### config.mk
export PLATFORM = sky130hd
export DESIGN_NAME = sdc_residue
export DESIGN_NICKNAME = d
export VERILOG_FILES = /design/src/rtl/serial_divisibility_checker.sv
export SDC_FILE = /design/constraint.sdc
export NUM_CORES = 1
export LEC_CHECK = 0
export ABC_CLOCK_PERIOD_IN_PS = 3100
export BUFFER_PORTS_ARGS = -buffer_cell sky130_fd_sc_hd__buf_4
export CAP_MARGIN = 10
export CELL_PAD_IN_SITES_DETAIL_PLACEMENT = 0
export CELL_PAD_IN_SITES_GLOBAL_PLACEMENT = 1
export CORE_AREA = 2 2 39 41
export DETAILED_ROUTE_END_ITERATION = 8
export DIE_AREA = 0 0 41 43
export PLACE_DENSITY = 0.46
export SLEW_MARGIN = 20
export SYNTH_ARGS = -nofsm -noshare
export SYNTH_HDL_FRONTEND = slang
export SYNTH_SLANG_ARGS = --single-unit
### constraint.sdc
create_clock -name clk -period 3.1 [get_ports clk]
set_input_delay 0.62 -clock clk [delete_from_list [all_inputs] [get_ports clk]]
set_output_delay 0.62 -clock clk [all_outputs]
set_load 0.005 [all_outputs]
### src/rtl/serial_divisibility_checker.sv
// Bit-serial MSB-first divisibility checker: keeps a running residue per divisor
// and reports word mod DIV_A, word mod DIV_B and the divisibility flags once per word.

module sdc_residue #(
  parameter int DIV = 3,
  parameter int RW  = $clog2(DIV)
) (
  input  logic          clk,
  input  logic          rst,
  input  logic          clr,
  input  logic          en,
  input  logic          din,
  output logic [RW-1:0] res,
  output logic [RW-1:0] res_nxt
);
  localparam logic [RW:0] DIV_T = (RW+1)'(DIV);

  logic [RW:0] t;

  // 2r+b is always below 2*DIV, so one conditional subtract keeps it reduced
  always_comb begin
    t       = {res, din};
    res_nxt = (t >= DIV_T) ? RW'(t - DIV_T) : RW'(t);
  end

  always_ff @(posedge clk or posedge rst) begin
    if (rst)      res <= '0;
    else if (clr) res <= '0;
    else if (en)  res <= res_nxt;
  end
endmodule


==> results.toml <==
[status]
status = "complete, no violations"

[sta]
hold_viol = 0
finalCriticalPeriod_ps = 2210
post-route-period-util_pct = 71.2
fin_setup_tns_ps = 0
grt_setup_unrepaired = "false"
relSlewSlack_pct = 75.3
fmax_mhz = 453
drv_slew = 0
worstMarginPinSlew_ps = 367
skew_ps = 1.84
finalSetupViolations = 0

[placement]
io_buffer_count = 8
gp_congestion = 0.531
dpl_cell_area_um2 = 218

[yosys]
yosys-top-cells-area = "dfrtp_1 36%, o21a_1 11%, ha_1 9.1%"
synth_common_cells = "2 x dfrtp_1, 2 x inv_1, 2 x nor2_1, 2 x o21a_1"
synth_seq_area_share_pct = 36.4
synth_cell_types = 11
ys.flop_type = "dfrtp_1"
synth-edff-count = 0
synth_cells = 15
avgSynthCellArea_um2 = 9.18
async_flop_share_pct = 100
synth-seq-cells = 2
syn_nets = 21
ys_warn_count = 0
syn_area_um2 = 138
synth_top_cell_by_area = "dfrtp_1"
yosysTopAreaCellShare_pct = 36.4

[setup_path]
cpLargestDelayFamily = "simple AND/OR/NAND/NOR gates"
cp_num_buf_inv = 2
r2r_slack_ps = 1770
worstSetupPathType = "input pin to primary output"
required_ps = 2480
cp-end-kind = "primary output"
cp_cell_sequence = "buf_4 > ha_1 > or3_4 > a21oi_2 > buf_4"
arrival_ps = 1590
cp_slowest_cell = "or3_4"
crit_path_max_fanout = 3
crit_top_cell = "buf_4"
worst_setup_path_start_kind = "input pin"
max_stage_delay_ps = 350

[clock_tree]
cts_buffers = 3
cts_root_buf = "clkbuf_4"
clkLatencyLatePin_ps = 220
clk_path_buf_depth = 2
post_cts_buffers = 0
postCtsHoldBufs = 0
cts_tree = "built"
cts_sinks = 2
cts-resized-gates = 0
clk_pin_slew_ps = 30
htreeDepth = 1

[route]
wirelength_um = 386
dr.pass1.iters = 2
ant_nets = 0
first_iter_violations = 1
routedWlPerCell_um = 9.19
drc = 0
vias = 150
viasPerCell = 3.57

[grt]
antenna_found_initial = 0
grtUsageTotal_pct = 5.92
grt_pass1_vias = 171
grt_pass1_wl_um = 634
grt_max_degree = 5
grt_overflow = 0

[layout]
largest_register = "res"
top_regs = "res: 2 flops"
nets = 34
synthToLayoutAreaGrowth_pct = 74.5
antennaDiodeCount = 0
postLayoutCellArea_um2 = 240
largest_reg_flops = 2
drive_above_1_share_pct = 50.0

[floorplan]
core_area_mm2 = 0.00138
row_count = 14
fp.dieArea_mm2 = 0.00176
die-width_um = 41
die_h_um = 43
pin_count = 9
initial_core_util_pct = 9.95

[pwr]
finalPower_w = 0.000118
p_sw_w = 0.0000289
switching_share_pct = 24.5
p_int_w = 0.0000889
powerDensity_mw_per_mm2 = 491
p_leak_nw = 0.119
max-vdd-ir-drop_uv = 151
p_seq_share_pct = 25.8
p_comb_share_pct = 25.8
power_frac_clock_pct = 48.4

[flow_run]
drv_cap = 0

[min_path]
min_path_type = "input pin to async pin"
[cell usage in the layout, fill, tap and decap left out, drive strengths merged]
cell | Yosys | layout
buf | 0 | 8
clkbuf | 0 | 3
inv | 2 | 2
nor2 | 2 | 2
o21a | 2 | 2
dfrtp | 2 | 2
a21oi | 2 | 2
or3 | 1 | 1
nor3 | 1 | 1
o211ai | 1 | 1
or2b | 1 | 1
ha | 1 | 1
[cell type report]
cell class	instances	area, um^2
fillers	149	1140
well taps	16	20.0
repair buffers	8	60.1
multi-input cells	11	80.1
inverters	2	7.51
flip-flops and latches	2	50.0
clock buffers	3	22.5
[power by group through the flow]
stage / Clock, W / Sequential (W) / Combinational [W]
after detailed placement: 0 / 0.0000308 / 0.0000309
after global placement: 0 / 0.0000306 / 0.0000303
after global routing: 0.0000657 / 0.0000307 / 0.0000349
after CTS: 0.0000619 / 0.0000305 / 0.0000310
after floorplan: 0 / 0.0000303 / 0.0000149
final: 0.0000570 / 0.0000304 / 0.0000304
[metrics by stage]
step / util (%) / hold WS, ps / cells / setup WS, ps
after floorplan: - / 361 / 15 / 1170
after global placement: 15.7 / 481 / 39 / 900
after detailed placement: 15.7 / 485 / 39 / 892
after CTS: 17.4 / 243 / 42 / 891
after global routing: 17.4 / 245 / 42 / 827
final: 17.4 / 251 / 42 / 892
[layer usage]
layer / GRT usage, % / routed length, um
met5: 0 / 0
met1: 5.79 / 178
met4: 6.00 / 0
met3: 4.71 / 42
met2: 7.19 / 165
[path summary, 6_finish.rpt]
check	start	cells after the start	to
min in group clk	clr	2	res[1]
setup reg to reg	res[0]	4	res[1]
hold reg to reg	res[1]	2	res[1]
setup / recovery	din	5	res_nxt[0]
max in group asynchronous	rst	2	res[0]
hold / removal	rst	2	res[1]
[logic make-up after synthesis]
logic type | Yosys count | share of synthesized area [%]
buf+inv | 2 | 5.46
fa+ha+maj | 1 | 9.09
compound gates | 5 | 26.4
simple gates | 5 | 22.7
flops | 2 | 36.4
Power figures use the tool's default switching activity.
